--- src/rtl/iru_seq_ctrl.sv ---
`default_nettype none
// ============================================================================
// Module   : iru_seq_ctrl
// Purpose  : Sequencer for the image rotation unit datapath. Accepts one
//            DIM x DIM image plus a rotation word from the RNN stage, clears
//            the output buffer, sweeps the input buffer for LANE_LEN cycles
//            while driving per-lane source coordinates and write strobes, then
//            holds the rotated image until the BCAU stage takes it.
// Ports    : clk, rst (async, active-high)
//            rnn_out_ready / rnn_out      - job offer and rotation word
//            bcau_in_ready                - downstream take of rotated image
//            in_ready / out_ready         - job accept / result valid
//            angle_q                      - latched rotation word
//            write_in, rotate_in          - input buffer load / advance
//            zero_out, write_out          - output buffer clear / write
//            row_sel, col_sel             - per-lane source coordinates
//            busy                         - sequencer not idle
// Revision : 1.0 - initial release
// ============================================================================
module iru_seq_ctrl #(
  parameter int LANES    = 5,
  parameter int LANE_LEN = 80,
  parameter int DIM      = 20
) (
  input  logic                  clk,
  input  logic                  rst,
  input  logic                  rnn_out_ready,
  input  logic [35:0]           rnn_out,
  input  logic                  bcau_in_ready,
  output logic                  in_ready,
  output logic                  out_ready,
  output logic [35:0]           angle_q,
  output logic                  write_in,
  output logic                  rotate_in,
  output logic                  zero_out,
  output logic                  write_out,
  output logic [LANES-1:0][4:0] row_sel,
  output logic [LANES-1:0][4:0] col_sel,
  output logic                  busy
);

  // Each lane owns ROWS_PER_LANE consecutive image rows.
  localparam int SEL_W         = 5;
  localparam int ROWS_PER_LANE = LANE_LEN / DIM;
  localparam logic [SEL_W-1:0] C_LAST = SEL_W'(DIM - 1);
  localparam logic [SEL_W-1:0] R_LAST = SEL_W'(ROWS_PER_LANE - 1);

  typedef enum logic [1:0] {
    S_IDLE  = 2'd0,
    S_ZERO  = 2'd1,
    S_SWEEP = 2'd2,
    S_DONE  = 2'd3
  } state_t;

  state_t           state;
  state_t           state_nx;
  logic [SEL_W-1:0] c;          // k % DIM
  logic [SEL_W-1:0] r;          // k / DIM
  logic             accept;
  logic             sweep_en;
  logic             sweep_last;

  assign sweep_last = (c == C_LAST) && (r == R_LAST);

  // --------------------------------------------------------------------------
  // State register
  // --------------------------------------------------------------------------
  always_ff @(posedge clk or posedge rst) begin
    if (rst) begin
      state <= S_IDLE;
    end else begin
      state <= state_nx;
    end
  end

  // --------------------------------------------------------------------------
  // Rotation word latch: only loads on an accepted job, so it stays stable
  // for the compute lanes through the whole sweep and the DONE hold.
  // --------------------------------------------------------------------------
  always_ff @(posedge clk or posedge rst) begin
    if (rst) begin
      angle_q <= '0;
    end else if (accept) begin
      angle_q <= rnn_out;
    end
  end

  // --------------------------------------------------------------------------
  // Sweep step held as column/row sub-counters so no divider is needed.
  // Counters return to zero on the last step and whenever not sweeping.
  // --------------------------------------------------------------------------
  always_ff @(posedge clk or posedge rst) begin
    if (rst) begin
      c <= '0;
      r <= '0;
    end else if (state == S_SWEEP) begin
      if (c == C_LAST) begin
        c <= '0;
        r <= sweep_last ? '0 : r + 1'b1;
      end else begin
        c <= c + 1'b1;
      end
    end else begin
      c <= '0;
      r <= '0;
    end
  end

  // --------------------------------------------------------------------------
  // Next state and strobes, decoded from registered state only (write_in also
  // looks at the live job offer so the input buffer loads in the accept cycle).
  // --------------------------------------------------------------------------
  always_comb begin
    state_nx  = state;
    in_ready  = 1'b0;
    out_ready = 1'b0;
    accept    = 1'b0;
    write_in  = 1'b0;
    rotate_in = 1'b0;
    zero_out  = 1'b0;
    write_out = 1'b0;
    sweep_en  = 1'b0;
    busy      = 1'b1;
    case (state)
      S_IDLE: begin
        in_ready = 1'b1;
        busy     = 1'b0;
        if (rnn_out_ready) begin
          accept   = 1'b1;
          write_in = 1'b1;
          state_nx = S_ZERO;
        end
      end
      S_ZERO: begin
        zero_out = 1'b1;
        state_nx = S_SWEEP;
      end
      S_SWEEP: begin
        rotate_in = 1'b1;
        write_out = 1'b1;
        sweep_en  = 1'b1;
        if (sweep_last) begin
          state_nx = S_DONE;
        end
      end
      S_DONE: begin
        out_ready = 1'b1;
        if (bcau_in_ready) begin
          state_nx = S_IDLE;
        end
      end
      default: begin
        state_nx = S_IDLE;
      end
    endcase
  end

  // --------------------------------------------------------------------------
  // Per-lane coordinates: lane i reads rows i*ROWS_PER_LANE + r, column c.
  // --------------------------------------------------------------------------
  generate
    for (genvar i = 0; i < LANES; i++) begin : g_lane
      localparam logic [SEL_W-1:0] ROW_BASE = SEL_W'(i * ROWS_PER_LANE);
      assign row_sel[i] = sweep_en ? (ROW_BASE + r) : '0;
      assign col_sel[i] = sweep_en ? c : '0;
    end
  endgenerate

endmodule
`default_nettype wire
--- config.mk ---
export PLATFORM = sky130hd
export DESIGN_NAME = iru_seq_ctrl
export DESIGN_NICKNAME = d
export VERILOG_FILES = /design/src/rtl/iru_seq_ctrl.sv
export SDC_FILE = /design/constraint.sdc
export NUM_CORES = 1
export LEC_CHECK = 0
export CAP_MARGIN = 20
export CORE_MARGIN = 10
export CORE_UTILIZATION = 42
export DETAILED_ROUTE_END_ITERATION = 12
export PLACE_DENSITY = 0.89
export SLEW_MARGIN = 0
export SYNTH_ARGS = -nofsm -noshare
export SYNTH_HDL_FRONTEND = slang
export SYNTH_SLANG_ARGS = --single-unit
--- constraint.sdc ---
create_clock -name clk -period 4.95 [get_ports clk]
set_input_delay 1.2375 -clock clk [delete_from_list [all_inputs] [get_ports clk]]
set_output_delay 1.2375 -clock clk [all_outputs]
set_load 0.05 [all_outputs]
==> summary.json, run 1 <==
{
  "drt": {
    "wl_per_cell_um": 16.3,
    "drt-initial-drc-count": 63,
    "drtPass1Iterations": 4,
    "num_vias": 1802,
    "drt_drc_violations_left": 0,
    "routed_via_density": 4.74,
    "postRouteWirelength_um": 6190,
    "antenna_violating_nets_post_route": 0
  },
  "synth": {
    "ys_seq_area_share_pct": 49.3,
    "post_syn_nets": 254,
    "synth_warnings": 0,
    "syn-mean-instance-area_um2": 11.9,
    "synthesis.instances": 205,
    "yosys_register_bits": 48,
    "mappedNetlistArea_um2": 2440,
    "synth.distinct_cells": 28
  },
  "layout": {
    "final-seq-area_um2": 1200,
    "post_route_cells_drive_above_1_share_pct": 16.2,
    "multi_input_logic_area_um2": 912,
    "most-common-layout-cells": "131 x sky130_fd_sc_hd__clkdlybuf4s50_1, 48 x sky130_fd_sc_hd__dfrtp_1, 36 x sky130_fd_sc_hd__mux2_2",
    "fin_cells": 380,
    "post_route_utilization_pct": 66.2,
    "syn_to_final_growth_pct": 51.3,
    "num-nets-final": 356,
    "nFillCells": 452,
    "antenna-diode-count": 0,
    "layout_commonest_cell": "sky130_fd_sc_hd__clkdlybuf4s50_1"
  },
  "power_and_ir_drop": {
    "total_leakage_power_nw": 1.57,
    "switching_power_of_the_nets_w": 0.00129,
    "finalPower_w": 0.00256,
    "max-vdd-ir-drop_v": 0.000546,
    "pwr_per_cell_area_nw_per_um2": 694,
    "power.combinational.fraction_pct": 65.9,
    "power.clock.fraction_pct": 8.9,
    "seq_power_share_pct": 25.2,
    "power.internal_w": 0.00126,
    "switching_share_pct": 50.6
  },
  "timing": {
    "fmax_mhz": 263,
    "slew_limit_fails": 0,
    "clock_skew_ps": 7.40,
    "final_min_period_over_clock_period_pct": 76.9,
    "worstMarginPinSlew_ps": 688,
    "final-hold-violation-count": 0,
    "timing.max_slew.rel_slack_pct": 54.1,
    "final.min_clock_period_ps": 3810,
    "setup_viol": 0,
    "grt_setup_unrepaired": "false",
    "setup_total_negative_slack_ps": 0
  },
  "die": {
    "start_util_pct": 43.7,
    "die_h_um": 96.2,
    "fp.coreArea_um2": 5570,
    "std_cell_rows": 27,
    "pin_count": 133,
    "die_width_um": 96.2,
    "die-area_um2": 9250
  },
  "clock_tree": {
    "post-cts-setup-buffers": 0,
    "tritoncts_buffers": 5,
    "clkLatencyLatePin_ps": 290,
    "cts.sinks": 48,
    "tritoncts": "done",
    "root_buffer": "sky130_fd_sc_hd__clkbuf_8",
    "worst_setup_hold_path_clk_slew_ps": 90,
    "ctsHoldBuffers": 0,
    "cts_resized": 0,
    "cts_htree_levels": 2,
    "cts-root-to-sink-buffers": 2
  },
  "setup_path": {
    "required_ps": 3710,
    "worstSetupPathType": "reg2out",
    "critical_path_peak_fanout": 28,
    "setup.worst_path.end_class": "primary output",
    "reg2regPathDepth": 5,
    "startpoint_type": "flop",
    "reg2reg_setup_slack_ps": 2930,
    "worst_ep_arrival_time_ps": 2570
  },
  "global_route": {
    "maximum_number_of_pins_on_one_net_before_global_route_repair": 49,
    "wire_length_of_the_first_global_routing_pass_um": 9370,
    "initial_antenna_violation_count": 0,
    "global_routing_usage_summed_across_all_routing_layers_pct": 12.8,
    "grt_residual_overflow": 0,
    "number_of_global_route_vias_before_repair": 1870
  },
  "placement": {
    "gp_routability_congestion": 0.747,
    "dpl.cell_count": 371,
    "place_hpwl_um": 4980,
    "io_buffer_count": 132
  },
  "run": {
    "drv.max_cap_violation_count": 0
  },
  "worst_hold_path": {
    "hold_class": "reg2reg",
    "hold_depth": 1
  },
  "run_status": {
    "run_status": "finished, final reports clean"
  }
}
[area by class of cell]
cell class	count	share of cell area, %
Clock buffer	7	2.07
Clock inverter	1	0.238
Inverter	12	1.22
Multi-Input combinational cell	105	24.7
Sequential cell	48	32.6
Tap cell	72	2.44
Timing Repair Buffer	135	36.7
[sequential cells by signal, indices dropped and copies added (netlist names)]
register	count
angle_q	36
c	5
r	5
state	2
[logic make-up after synthesis]
family                   count (synthesis)  share of synthesized area [%]
AND/OR/NAND/NOR                         41                           10.3
flip-flops                              48                           49.3
adder cells (fa/ha/maj)                  9                           4.62
XOR/XNOR                                 5                           1.80
AO/OA/AOI/OAI                           11                           2.62
multiplexers                            39                           18.1
buffers and inverters                   52                           13.3
[metrics by stage]
stage | instance area (µm²) | setup WS [ps] | hold slack (ps)
2_1_floorplan | 2440 | 1280 | 445
3_3_place_gp | 3580 | 1490 | 472
3_5_place_dp | 3580 | 1430 | 484
4_1_cts | 3670 | 1110 | 497
5_1_grt | 3690 | 899 | 523
6_report | 3690 | 1140 | 491
[synth_stat cells]
library cell               count  area, µm²
sky130_fd_sc_hd__dfrtp_1      48       1200
sky130_fd_sc_hd__mux2_2       36        405
sky130_fd_sc_hd__buf_4        33        248
sky130_fd_sc_hd__and2_1       15       93.8
sky130_fd_sc_hd__inv_1        12       45.0
sky130_fd_sc_hd__ha_1          9        113
sky130_fd_sc_hd__nor2b_1       7       43.8
sky130_fd_sc_hd__a21oi_1       5       25.0
sky130_fd_sc_hd__nand2_1       5       18.8
sky130_fd_sc_hd__buf_2         4       20.0
sky130_fd_sc_hd__nand3_1       4       20.0
sky130_fd_sc_hd__nor2_1        4       15.0
sky130_fd_sc_hd__clkbuf_1      3       11.3
sky130_fd_sc_hd__xnor2_1       3       26.3
sky130_fd_sc_hd__mux2i_1       2       20.0
sky130_fd_sc_hd__o22ai_1       2       12.5
sky130_fd_sc_hd__xor2_1        2       17.5
sky130_fd_sc_hd__a21o_1        1       7.51
sky130_fd_sc_hd__a22oi_1       1       7.51
sky130_fd_sc_hd__a31oi_1       1       6.26
sky130_fd_sc_hd__mux2_4        1       15.0
sky130_fd_sc_hd__nand3_4       1       17.5
sky130_fd_sc_hd__nand3b_1      1       7.51
sky130_fd_sc_hd__nor3_1        1       5.00
sky130_fd_sc_hd__nor4b_1       1       8.76
sky130_fd_sc_hd__nor4bb_1      1       10.0
sky130_fd_sc_hd__o21ai_0       1       5.00
sky130_fd_sc_hd__or2b_4        1       11.3
[power groups by stage]
stage	logic (W)	registers (W)	clock network, W
after detailed placement	0.00171	0.000656	0
final	0.00169	0.000645	0.000228
after global placement	0.00169	0.000641	0
after global routing	0.00177	0.000666	0.000255
after floorplan	0.000641	0.00118	0
after CTS	0.00171	0.000648	0.000235
[routing by layer]
layer	share of wire [%]	global-route usage [%]	vias up
met5	0	0	-
met4	0.45	2.58	0
met3	16	8.02	4
met2	50	21.7	86
met1	33	13.1	868
li1	-	-	844
[critical path, stage by stage (launching register included)]
cell                              delay (ps)
sky130_fd_sc_hd__dfrtp_1                 400
sky130_fd_sc_hd__inv_1                   110
sky130_fd_sc_hd__ha_1                    610
sky130_fd_sc_hd__and2_1                  310
sky130_fd_sc_hd__clkdlybuf4s50_1         840
[path summary, 6_finish.rpt]
| path | from | end |
|---|---|---|
| max | state[0]$_DFFE_PP0P_ | col_sel[0] |
| min | c[0]$_DFF_PP0_ | c[0]$_DFF_PP0_ |
| max reg2reg | state[0]$_DFFE_PP0P_ | state[1]$_DFFE_PP0P_ |
| min reg2reg | c[0]$_DFF_PP0_ | c[0]$_DFF_PP0_ |
| max in group asynchronous | rst | state[1]$_DFFE_PP0P_ |
| min in group asynchronous | rst | c[3]$_DFF_PP0_ |
Note: power is estimated with default switching activity, not from simulation.
==> run 2: changes to the inputs <==
--- a/config.mk
+++ b/config.mk
@@ -7,9 +7,9 @@
 export LEC_CHECK = 0
 export CAP_MARGIN = 20
 export CORE_MARGIN = 10
-export CORE_UTILIZATION = 42
+export CORE_UTILIZATION = 39
 export DETAILED_ROUTE_END_ITERATION = 12
-export PLACE_DENSITY = 0.89
+export PLACE_DENSITY = 0.84
 export SLEW_MARGIN = 0
 export SYNTH_ARGS = -nofsm -noshare
 export SYNTH_HDL_FRONTEND = slang
==> constraint.sdc (replaced) <==
create_clock -name clk -period 3.7 [get_ports clk]
set_input_delay 0.925 -clock clk [delete_from_list [all_inputs] [get_ports clk]]
set_output_delay 0.925 -clock clk [all_outputs]
set_load 0.05 [all_outputs]
==> summary.json, run 2 (synthesis gave the netlist of run 1 again) <==
{
  "setup_path": {
    "startpoint_type": "flop",
    "worst_ep_arrival_time": {"value": 2530, "unit": "ps", "change": "-40 ps"},
    "required": {"value": 2770, "unit": "ps", "change": "-940 ps"},
    "critical_path_peak_fanout": {"value": 24, "change": "-14%"},
    "setup.worst_path.end_class": "primary output",
    "worstSetupPathType": "reg2out"
  },
  "clock_tree": {
    "root_buffer": "sky130_fd_sc_hd__clkbuf_8",
    "cts_resized": {"value": 0, "change": "unchanged"},
    "tritoncts_buffers": {"value": 5, "change": "unchanged"},
    "ctsHoldBuffers": {"value": 0, "change": "unchanged"},
    "post-cts-setup-buffers": {"value": 0, "change": "unchanged"},
    "tritoncts": "done",
    "worst_setup_hold_path_clk_slew": {"value": 90, "unit": "ps", "change": "about the same"},
    "cts_htree_levels": {"value": 2, "change": "unchanged"},
    "cts.sinks": {"value": 48, "change": "unchanged"},
    "clkLatencyLatePin": {"value": 290, "unit": "ps", "change": "about the same"},
    "cts-root-to-sink-buffers": {"value": 2, "change": "unchanged"}
  },
  "placement": {
    "place_hpwl": {"value": 4990, "unit": "µm", "change": "+0.17%"},
    "io_buffer_count": {"value": 132, "change": "unchanged"},
    "gp_routability_congestion": {"value": 0.779, "change": "+4.2%"},
    "placed_cell_area": {"value": 3610, "unit": "µm²", "change": "+0.66%"},
    "dpl.cell_count": {"value": 375, "change": "+1.1%"}
  },
  "global_route": {
    "global_routing_usage_summed_across_all_routing_layers": {"value": 12.5, "unit": "%", "change": "-0.20 points"},
    "use_met1": {"value": 12.2, "unit": "%", "change": "-0.90 points"},
    "grt_residual_overflow": {"value": 0, "change": "unchanged"},
    "initial_antenna_violation_count": {"value": 0, "change": "unchanged"},
    "number_of_global_route_vias_before_repair": {"value": 1908, "change": "+2.0%"},
    "wire_length_of_the_first_global_routing_pass": {"value": 10200, "unit": "µm", "change": "+8.6%"},
    "grt_util_met3": {"value": 8.52, "unit": "%", "change": "+0.50 points"},
    "grt.met2_usage": {"value": 21.4, "unit": "%", "change": "-0.30 points"},
    "grt-busiest-layer": "met2",
    "maximum_number_of_pins_on_one_net_before_global_route_repair": {"value": 49, "change": "unchanged"}
  },
  "layout": {
    "most-common-layout-cells": "131 x sky130_fd_sc_hd__clkdlybuf4s50_1, 48 x sky130_fd_sc_hd__dfrtp_1, 36 x sky130_fd_sc_hd__mux2_2",
    "num-nets-final": {"value": 357, "change": "+0.28%"},
    "post_route_cells_drive_above_1_share": {"value": 16.9, "unit": "%", "change": "+0.65 points"},
    "stdcell_area": {"value": 3710, "unit": "µm²", "change": "+0.54%"},
    "fin_cells": {"value": 383, "change": "+0.79%"},
    "largest_register_ffs": {"value": 36, "change": "unchanged"},
    "reg.largest.list": "angle_q x36, c x5, r x5",
    "antenna-diode-count": {"value": 0, "change": "unchanged"},
    "largest_register": "angle_q",
    "layout_commonest_cell": "sky130_fd_sc_hd__clkdlybuf4s50_1",
    "syn_to_final_growth_pct": 52.1
  },
  "power_and_ir_drop": {
    "switching_share": {"value": 50.6, "unit": "%", "change": "about the same"},
    "max-vdd-ir-drop": {"value": 0.000657, "unit": "V", "change": "+20%"},
    "seq_power_share": {"value": 25.1, "unit": "%", "change": "about the same"},
    "power.internal": {"value": 0.00170, "unit": "W", "change": "+34%"},
    "switching_power_of_the_nets": {"value": 0.00174, "unit": "W", "change": "+35%"},
    "finalPower": {"value": 0.00344, "unit": "W", "change": "+35%"},
    "pwr_per_cell_area": {"value": 929, "unit": "nW/µm²", "change": "+34%"},
    "power.clock.fraction": {"value": 8.7, "unit": "%", "change": "-0.2 points"},
    "power.combinational.fraction": {"value": 66.2, "unit": "%", "change": "+0.3 points"},
    "total_leakage_power": {"value": 1.57, "unit": "nW", "change": "+0.38%"}
  },
  "drt": {
    "drt_drc_violations_left": {"value": 0, "change": "unchanged"},
    "wl_per_cell": {"value": 16.5, "unit": "µm", "change": "+1.3%"},
    "num_vias": {"value": 1792, "change": "-0.55%"},
    "drt-initial-drc-count": {"value": 65, "change": "+3.2%"},
    "antenna_violating_nets_post_route": {"value": 0, "change": "unchanged"},
    "drtPass1Iterations": {"value": 4, "change": "unchanged"},
    "routed_via_density": {"value": 4.68, "change": "-1.3%"},
    "postRouteWirelength": {"value": 6310, "unit": "µm", "change": "+2.1%"}
  },
  "die": {
    "die_h": {"value": 99.1, "unit": "µm", "change": "+3.0%"},
    "std_cell_rows": {"value": 28, "change": "+3.7%"},
    "die-area": {"value": 9810, "unit": "µm²", "change": "+6.1%"},
    "fp.coreArea": {"value": 5990, "unit": "µm²", "change": "+7.5%"},
    "pin_count": {"value": 133, "change": "unchanged"},
    "start_util": {"value": 40.7, "unit": "%", "change": "-3.0 points"},
    "die_width": {"value": 99.1, "unit": "µm", "change": "+3.0%"}
  },
  "timing": {
    "final.min_clock_period_ps": 3450,
    "grt_setup_unrepaired": "false",
    "setup_viol": {"value": 0, "change": "unchanged"},
    "timing.max_slew.rel_slack": {"value": 60.1, "unit": "%", "change": "+5.9 points"},
    "clock_skew": {"value": 3.27, "unit": "ps", "change": "-4.13 ps"},
    "setup_total_negative_slack": {"value": 0, "unit": "ps", "change": "unchanged"},
    "final-hold-violation-count": {"value": 0, "change": "unchanged"},
    "slew_limit_fails": {"value": 0, "change": "unchanged"},
    "final_min_period_over_clock_period_pct": 93.3,
    "worstMarginPinSlew": {"value": 599, "unit": "ps", "change": "-89.2 ps"},
    "fmax_mhz": 290
  },
  "run_status": {
    "run_status": "finished, final reports clean"
  },
  "worst_hold_path": {
    "hold_class": "reg2reg"
  },
  "run": {
    "drv.max_cap_violation_count": {"value": 0, "change": "unchanged"}
  }
}
## run 2: cell count changes in the layout (fill, tap and decap cells not counted), sizes merged
cell	previous run	this run
clkbuf	7	5
buf	4	5
clkinvlp	0	1
## run 2: critical path, stage by stage, from the launching register on
cell and delay, ps:
sky130_fd_sc_hd__dfrtp_1 410, sky130_fd_sc_hd__inv_1 110, sky130_fd_sc_hd__ha_1 550, sky130_fd_sc_hd__nand2_1 170
sky130_fd_sc_hd__inv_1 160, sky130_fd_sc_hd__clkdlybuf4s50_1 840
## run 2: final cells by class
type                    instances  area [µm²]
multi-input cells             105         912
fillers                       507        2280
clock inverters                 2        12.5
repair buffers                136        1370
well taps                      75        93.8
clock buffers                   5        68.8
inverters                      12        45.0
flip-flops and latches         48        1200
## run 2: worst paths after layout
kind                                      start                 endpoint  slack [ps]  cells past startpoint
min                              c[0]$_DFF_PP0_           c[0]$_DFF_PP0_         490                      1
min reg2reg                      c[0]$_DFF_PP0_           c[0]$_DFF_PP0_         490                      1
max in group asynchronous                   rst  angle_q[23]$_DFFE_PP0P_        2410                      3
min in group asynchronous                   rst   angle_q[0]$_DFFE_PP0P_         830                      2
max reg2reg                state[0]$_DFFE_PP0P_     state[1]$_DFFE_PP0P_        1570                      6
max                        state[0]$_DFFE_PP0P_              row_sel[16]         250                      5
## run 2: through the flow
stage	hold WS [ps]	worst slack, ps	util [%]
2_1_floorplan	445	339	-
3_3_place_gp	470	609	60.2
3_5_place_dp	485	496	60.2
4_1_cts	498	155	61.5
5_1_grt	533	4.00	61.9
6_report	495	247	61.9
## run 2: per-layer routing
layer | share of wire [%] | vias up
li1 | - | 845
met1 | 34 | 853
met2 | 49 | 87
met3 | 15 | 7
met4 | 1.5 | 0
met5 | 0 | -
## run 2: power by group through the flow
stage          registers [W]  clock network [W]  logic [W]
5_1_grt             0.000897           0.000334    0.00239
3_3_place_gp        0.000857                  0    0.00228
3_5_place_dp        0.000876                  0    0.00230
6_report            0.000864           0.000299    0.00228
2_1_floorplan        0.00158                  0   0.000858
4_1_cts             0.000867           0.000315    0.00231
==> run 3: changes to the inputs <==
--- a/config.mk
+++ b/config.mk
@@ -8,6 +8,7 @@
 export CAP_MARGIN = 20
 export CORE_MARGIN = 10
 export CORE_UTILIZATION = 39
+export CTS_CLUSTER_DIAMETER = 40
 export DETAILED_ROUTE_END_ITERATION = 12
 export PLACE_DENSITY = 0.84
 export SLEW_MARGIN = 0
==> results of run 3 <==
Same layout as run 2: the final DEF is identical, and so are final timing and power.
